--- config.mk ---
export PLATFORM = sky130hd
export DESIGN_NAME = data_c_rr_merge_flat
export DESIGN_NICKNAME = d
export VERILOG_FILES = /design/src/rtl/data_c_rr_merge_if.sv /design/src/rtl/data_c_rr_merge.sv /design/src/flat_wrapper.sv
export SDC_FILE = /design/constraint.sdc
export NUM_CORES = 1
export LEC_CHECK = 0
export BUFFER_PORTS_ARGS = -buffer_cell sky130_fd_sc_hd__buf_2
export CORE_ASPECT_RATIO = 1.4
export CORE_UTILIZATION = 49
export CTS_BUF_LIST = sky130_fd_sc_hd__clkbuf_16
export CTS_CLUSTER_SIZE = 12
export DETAILED_ROUTE_END_ITERATION = 7
export PLACE_DENSITY = 0.89
export SLEW_MARGIN = 0
export SYNTH_ARGS = -nofsm -noshare
export SYNTH_HDL_FRONTEND = slang
export SYNTH_SLANG_ARGS = --single-unit
--- constraint.sdc ---
create_clock -name clock -period 1.6 [get_ports clock]
set_input_delay 0.16 -clock clock [delete_from_list [all_inputs] [get_ports clock]]
set_output_delay 0.16 -clock clock [all_outputs]
set_load 0.005 [all_outputs]
--- src/rtl/data_c_rr_merge_if.sv ---
// Bundle of the NUM upstream data_inf_c streams and the single merged downstream stream.
// Handshake: a word moves on any stream in the cycle where valid && ready are both high at the clock edge.
interface data_c_rr_merge_if #(
  parameter int NUM    = 3,
  parameter int DSIZE  = 8,
  parameter int IDSIZE = $clog2(NUM)
);
  logic [NUM*DSIZE-1:0] s_data;
  logic [NUM-1:0]       s_valid;
  logic [NUM-1:0]       s_ready;
  logic [DSIZE-1:0]     m_data;
  logic                 m_valid;
  logic                 m_ready;
  logic [IDSIZE-1:0]    m_sid;

  modport master (
    output s_data, s_valid, m_ready,
    input  s_ready, m_data, m_valid, m_sid
  );

  modport slave (
    input  s_data, s_valid, m_ready,
    output s_ready, m_data, m_valid, m_sid
  );
endinterface

--- src/rtl/data_c_rr_merge.sv ---
// Round-robin merge of NUM byte streams into one registered output stream,
// each output word tagged with the index of the stream it came from.
module data_c_rr_merge #(
  parameter int NUM    = 3,
  parameter int DSIZE  = 8,
  parameter int IDSIZE = $clog2(NUM)
) (
  input  logic              clock,
  input  logic              rst_n,
  data_c_rr_merge_if.slave  bus
);

  logic [DSIZE-1:0]  r_data;
  logic              r_valid;
  logic [IDSIZE-1:0] r_sid;
  logic [IDSIZE-1:0] r_ptr;

  logic              w_ld;
  logic              w_any;
  logic              w_hi_found;
  logic [IDSIZE-1:0] w_hi;
  logic [IDSIZE-1:0] w_lo;
  logic [IDSIZE-1:0] w_grant;
  logic [DSIZE-1:0]  w_hi_data;
  logic [DSIZE-1:0]  w_lo_data;
  logic [DSIZE-1:0]  w_gdata;
  logic [NUM-1:0]    w_ready;

  assign w_ld  = !r_valid || bus.m_ready;
  assign w_any = |bus.s_valid;

  // Scanning from ptr with wrap equals: lowest valid index >= ptr if one exists,
  // otherwise lowest valid index overall. Descending loop leaves the lowest match.
  always_comb begin
    w_hi_found = 1'b0;
    w_hi       = '0;
    w_lo       = '0;
    w_hi_data  = '0;
    w_lo_data  = '0;
    for (int i = NUM - 1; i >= 0; i--) begin
      if (bus.s_valid[i]) begin
        w_lo      = IDSIZE'(i);
        w_lo_data = bus.s_data[i*DSIZE +: DSIZE];
        if (IDSIZE'(i) >= r_ptr) begin
          w_hi_found = 1'b1;
          w_hi       = IDSIZE'(i);
          w_hi_data  = bus.s_data[i*DSIZE +: DSIZE];
        end
      end
    end
  end

  assign w_grant = w_hi_found ? w_hi : w_lo;
  assign w_gdata = w_hi_found ? w_hi_data : w_lo_data;

  // rst_n gating keeps every s_ready low while reset is held, so no handshake completes then.
  always_comb begin
    w_ready = '0;
    for (int i = 0; i < NUM; i++) begin
      w_ready[i] = rst_n && w_ld && w_any && (w_grant == IDSIZE'(i));
    end
  end

  always_ff @(posedge clock or negedge rst_n) begin
    if (!rst_n) begin
      r_data  <= '0;
      r_valid <= 1'b0;
      r_sid   <= '0;
      r_ptr   <= '0;
    end else if (w_ld) begin
      if (w_any) begin
        r_data  <= w_gdata;
        r_sid   <= w_grant;
        r_valid <= 1'b1;
        r_ptr   <= (w_grant == IDSIZE'(NUM - 1)) ? '0 : w_grant + IDSIZE'(1);
      end else begin
        r_valid <= 1'b0;
      end
    end
  end

  assign bus.s_ready = w_ready;
  assign bus.m_data  = r_data;
  assign bus.m_valid = r_valid;
  assign bus.m_sid   = r_sid;

endmodule

--- src/flat_wrapper.sv ---
// flat-port wrapper written by rule: the top's interface ports become plain ports
module data_c_rr_merge_flat 
#(
  parameter int NUM    = 3,
  parameter int DSIZE  = 8,
  parameter int IDSIZE = $clog2(NUM)
)
  (clock, rst_n, bus_s_data, bus_s_valid, bus_m_ready, bus_s_ready, bus_m_data, bus_m_valid, bus_m_sid);
  data_c_rr_merge_if #(.NUM(NUM), .DSIZE(DSIZE), .IDSIZE(IDSIZE)) bus_i ();
  input  logic clock;
  input  logic rst_n;
  input wire logic [$bits(bus_i.s_data)-1:0] bus_s_data;
  input wire logic [$bits(bus_i.s_valid)-1:0] bus_s_valid;
  input wire logic [$bits(bus_i.m_ready)-1:0] bus_m_ready;
  output wire logic [$bits(bus_i.s_ready)-1:0] bus_s_ready;
  output wire logic [$bits(bus_i.m_data)-1:0] bus_m_data;
  output wire logic [$bits(bus_i.m_valid)-1:0] bus_m_valid;
  output wire logic [$bits(bus_i.m_sid)-1:0] bus_m_sid;
  assign bus_i.s_data = bus_s_data;
  assign bus_i.s_valid = bus_s_valid;
  assign bus_i.m_ready = bus_m_ready;
  assign bus_s_ready = bus_i.s_ready;
  assign bus_m_data = bus_i.m_data;
  assign bus_m_valid = bus_i.m_valid;
  assign bus_m_sid = bus_i.m_sid;
  data_c_rr_merge #(.NUM(NUM), .DSIZE(DSIZE), .IDSIZE(IDSIZE)) u_core (.clock(clock), .rst_n(rst_n), .bus(bus_i));
endmodule
# Word-level counts from Yosys, hierarchy flattened
# Index checks and enable logic that the tools add are counted.
[word_totals]
inputBits = 30
out_inout_bits = 14
ff_bits = 13
[op_classes]
n_mux = 28
eq_ne = 2
reduce_logical = 10
addsub = 1
n_lt_le_gt_ge = 3
[op_table]
columns = ["op", "n"]
rows = [
  ["two-way mux 8 bit", 10],
  ["two-way mux 2 bit", 11],
  ["two-way mux 1 bit", 7],
  ["logical AND 1 bit", 5],
  ["greater-or-equal comparator 1 x 2 -> 1 bit (first input constant)", 2],
  ["OR reduction 3 bit", 1],
  ["adder 2 x 1 -> 2 bit (second input constant)", 1],
  ["equality test 2 x 1 -> 1 bit (second input constant)", 1],
  ["equality test 2 bit (second input constant)", 1],
  ["greater-or-equal comparator 2 bit (first input constant)", 1],
  ["zero test 2 bit", 1],
  ["AND reduction 2 bit", 1],
  ["zero test 1 bit", 1],
  ["logical OR 1 bit", 1],
]

# Depth between registers and ports, before layout
[depth]
ltp_word = 10
ltp_mapped = 6
mapped_depth_nobuf = 4

# Least setup slack after synthesis
# No wires, ideal clock.
[synth_timing]
path_type = "register to output"
startpoint = "reg u_core.r_ptr[0]"
endpoint = "out bus_s_ready[0]"
stages_incl_launch_ff = 6
n_path_buf = 1
setup_slack_ps = 275
arrival_time_ps = 1165
cell_sequence = "dfrtp_1 -> buf_6 -> nor3b_2 -> o31ai_4 -> nand3_2 -> nor2b_2"
[synth_via]
elab_chain_cells = 10
word_cells_on_any_way = 18
cone_classes = "order compare: 3; mux: 13; reduce/logical: 2"
[synth_rtl]
columns = ["element", "line", "source"]
rows = [
  ["start, declared", "data_c_rr_merge.sv:16", "logic [IDSIZE-1:0] r_ptr;"],
  ["start signal, assigned", "data_c_rr_merge.sv:75", "r_ptr <= (w_grant == IDSIZE'(NUM - 1)) ? '0 : w_grant + IDSIZE'(1);"],
  ["greater-or-equal comparator 2 bit", "data_c_rr_merge.sv:44", "if (IDSIZE'(i) >= r_ptr) begin"],
  ["two-way mux 1 bit / two-way mux 2 bit (equally long branches)", "data_c_rr_merge.sv:44", ""],
  ["two-way mux 1 bit / two-way mux 2 bit (equally long branches)", "data_c_rr_merge.sv:41", "if (bus.s_valid[i]) begin"],
  ["two-way mux 1 bit / two-way mux 2 bit (equally long branches)", "data_c_rr_merge.sv:44", ""],
  ["two-way mux 1 bit / two-way mux 2 bit (equally long branches)", "data_c_rr_merge.sv:41", ""],
  ["two-way mux 1 bit / two-way mux 2 bit (equally long branches)", "data_c_rr_merge.sv:44", ""],
  ["two-way mux 1 bit / two-way mux 2 bit (equally long branches)", "data_c_rr_merge.sv:41", ""],
  ["two-way mux 2 bit (*)", "data_c_rr_merge.sv:53", "assign w_grant = w_hi_found ? w_hi : w_lo;"],
  ["zero test 2 bit (*)", "data_c_rr_merge.sv:60", "w_ready[i] = rst_n && w_ld && w_any && (w_grant == IDSIZE'(i));"],
  ["logical AND 1 bit (*)", "data_c_rr_merge.sv:60", ""],
  ["end, declared", "flat_wrapper.sv:15", "output wire logic [$bits(bus_i.s_ready)-1:0] bus_s_ready;"],
]
# Every way passes the cells marked *; elsewhere a longest branch is shown, timed or not.

# Worst setup path in the final report
# Same ends and word-level chain as after synthesis.

==> impl_metrics.json <==
{
  "stdcell_count": 209,
  "via_per_inst": 5.79,
  "dpl.cell_count": 200,
  "drt_first_iter_violations": 54,
  "yosysTopAreaCell": "dfrtp_1",
  "cts-root-buf": "clkbuf_16",
  "worstMarginPinSlew_ns": 0.465,
  "clk_latency_ns": 0.24,
  "fmax_mhz": 619,
  "tns_ns": -0.0160,
  "startpoint_type": "register",
  "min_period_ns": 1.62,
  "worst_clock_skew_ns": 0.00730,
  "overflow": 0,
  "maxCapViolCount": 0,
  "arrival_ns": 1.46,
  "cts_buffer_depth": 2,
  "dr_total_vias": 1210,
  "timing.final.crit_share_pct": 101,
  "syn_area_per_cell_um2": 8.47,
  "n_fill_cell": 169,
  "r2r_start": "u_core.r_ptr[0]$_DFFE_PN0P_",
  "cts.sinks": 13,
  "core_mm2": 0.00223,
  "synth_area_leaders": "dfrtp_1, o211ai_2, nand2_1",
  "dr.pass1.iters": 6,
  "tritoncts": "built",
  "worstSetupEndpointType": "output port",
  "ff2ff_path_depth": 6,
  "max_slew_margin_pct": 68.9,
  "hold_path_depth": 4,
  "wl_met2_mm": 1.56,
  "final-setup-viol-count": 1,
  "cellPowerDensity_mw_per_mm2": 997,
  "syn_inst": 140,
  "yosys_warnings": 0,
  "leakagePower_nw": 0.713,
  "antenna_found_initial": 0,
  "route.met3.wl_um": 147,
  "ys_ff_latch": 13,
  "slew_violations": 0,
  "r2r_end": "u_core.bus.m_data[4]$_DFFE_PN0P_",
  "min_from": "bus_m_ready",
  "clkTransAtPathRegs_ns": 0.05,
  "grt.total_usage_pct": 24.3,
  "min_path_type": "input pin to register",
  "violations": "design-rule violations, negative setup slack",
  "cts_max_level": 1,
  "fp.dieW_um": 43.6,
  "wl_per_cell_um": 14.5,
  "peakVddDrop_uv": 603,
  "path_class": "register to output port",
  "yosysSeqAreaShare_pct": 27.4,
  "synth_top_area_share_pct": 27.4,
  "pin_count": 44,
  "path_max_fanout": 3,
  "setup_slack_ns": -0.0160,
  "grt_pass1_wl_mm": 4.95,
  "cts_made_buffers": 3,
  "wl_met1_mm": 1.26,
  "drive_gt1_share_pct": 44.4,
  "rows": 20,
  "rsz0062_at_grt": "true",
  "required_ns": 1.44,
  "die_y_um": 60.2,
  "first_global_vias": 1135,
  "grt_start_max_net_pins": 20,
  "area_growth_pct": 30.0,
  "maxUsedRoutingLayer": "met4",
  "synth.net_count": 170,
  "outcome": "finished with violations",
  "p_total_mw": 1.54,
  "utilization_pct": 69.2,
  "drc": 2,
  "final_nets": 218,
  "drtAntennaViolNets": 0,
  "antenna_cells": 0,
  "dieArea_mm2": 0.00262,
  "min_to": "u_core.bus.m_valid$_DFFE_PN0N_",
  "synth_area_mm2": 0.00119,
  "gp_congestion": 0.892,
  "routed_wl_mm": 3.02,
  "dp_hpwl_mm": 2.32,
  "hold_ws_ns": 0.201,
  "r2r_setup_slack_ns": 0.10,
  "initial_core_util_pct": 53.3,
  "io_buffers": 43,
  "synth.distinct_cells": 26,
  "finalHoldViolCount": 0
}
-- repair_timing --
item,in CTS,in global routing
hold buffers,1,0
buffers inserted,4,0
pin swaps,2,2
setup endpoints to repair,3,8
gates resized for setup,2,4
hold endpoints to repair,13,0
-- synth_stat cells --
cell	n
nand4_1	8
nor2b_1	2
nand2_1	24
a21oi_1	17
dfrtp_1	13
o21ai_0	9
nand2b_1	10
o2bb2ai_1	8
clkbuf_1	1
o31ai_4	1
o211ai_2	9
nor3b_2	2
buf_6	3
nor2b_2	2
nand3_2	1
buf_2	3
o311ai_4	1
nand3_1	9
nor3_2	1
inv_1	1
nor2_4	1
nor2_1	3
buf_4	6
mux2i_4	1
a21oi_2	1
a21o_1	3
-- kinds of logic after synthesis --
family	after synthesis	synth area share (%)
AO/OA/AOI/OAI	49	33.0
flip-flops	13	27.4
AND/OR/NAND/NOR	63	29.1
buffers and inverters	14	8.54
multiplexers	1	1.90
-- critical path, stage by stage, from the launching register on --
cell and delay, ns:
dfrtp_1 0.41, nor3b_2 0.18, o31ai_4 0.25, nand3_2 0.12, nor2b_2 0.13, buf_2 0.12
-- cells in the final DEF, fill, tap and decap left out --
master	instances
o311ai_4	1
a21o_1	3
buf_6	1
buf_4	10
buf_12	1
inv_1	2
o2bb2ai_2	1
nand3_1	9
nor3_2	1
mux2i_4	1
a21oi_2	1
nand4_1	8
a21oi_1	17
o31ai_4	1
nor2_4	1
dfrtp_2	1
o2bb2ai_1	7
buf_2	43
nor2b_2	4
nor2_1	3
nand2b_1	9
o21ai_0	9
dlygate4sd3_1	1
nand3_2	1
dfrtp_1	12
nor3b_2	2
clkbuf_16	3
o211ai_2	9
nand2b_2	1
nand2_1	24
-- per-stage QoR --
| step | setup slack [ns] | instance area, um2 |
|---|---|---|
| floorplan | 0.275 | 1190 |
| global placement | 0.158 | 1400 |
| detailed placement | 0.0828 | 1400 |
| CTS | 0.00272 | 1530 |
| global route | -0.0575 | 1540 |
| finish | -0.0160 | 1540 |
-- power by group --
| part | leakage, nW | internal [mW] | total, mW | switching (mW) |
|---|---|---|---|---|
| combinational | 0.516 | 0.299 | 0.616 | 0.317 |
| sequential | 0.155 | 0.404 | 0.449 | 0.0448 |
| clock | 0.0423 | 0.330 | 0.472 | 0.142 |
-- routing by layer --
metal  global-route usage [%]  vias up
li1                         -      601
met1                     31.8      555
met2                     40.7       48
met3                     1.21        6
met4                     11.2        0
met5                        0        -
-- how the worst max path moves through the flow --
stage                                            from                                to  slack (ns)  cells after the start
final                     u_core.r_ptr[0]$_DFFE_PN0P_                    bus_s_ready[0]       -0.02                      5
after global routing      u_core.r_ptr[0]$_DFFE_PN0P_                    bus_s_ready[0]       -0.06                      5
after CTS                 u_core.r_ptr[1]$_DFFE_PN0P_                    bus_s_ready[0]       0.003                      5
after detailed placement  u_core.r_ptr[1]$_DFFE_PN0P_  u_core.bus.m_data[4]$_DFFE_PN0P_        0.08                      4
after global placement    u_core.r_ptr[1]$_DFFE_PN0P_                    bus_s_ready[0]        0.16                      5
after floorplan           u_core.r_ptr[0]$_DFFE_PN0P_                    bus_s_ready[0]        0.28                      5
-- sequential cells by signal, indices dropped and copies added (netlist names) --
signal,count
u_core.bus.m_data,8
u_core.bus.m_sid,2
u_core.r_ptr,2
u_core.bus.m_valid,1
-- area by class of cell --
type / count / area [um2] / area share [%]
flip-flops and latches: 13 / 327 / 21.2
clock buffers: 3 / 75.1 / 4.87
multi-input cells: 113 / 773 / 50.2
inverters: 1 / 3.75 / 0.244
clock inverters: 1 / 3.75 / 0.244
well taps: 22 / 27.5 / 1.79
repair buffers: 56 / 332 / 21.5
Power figures use the tool's default switching activity.
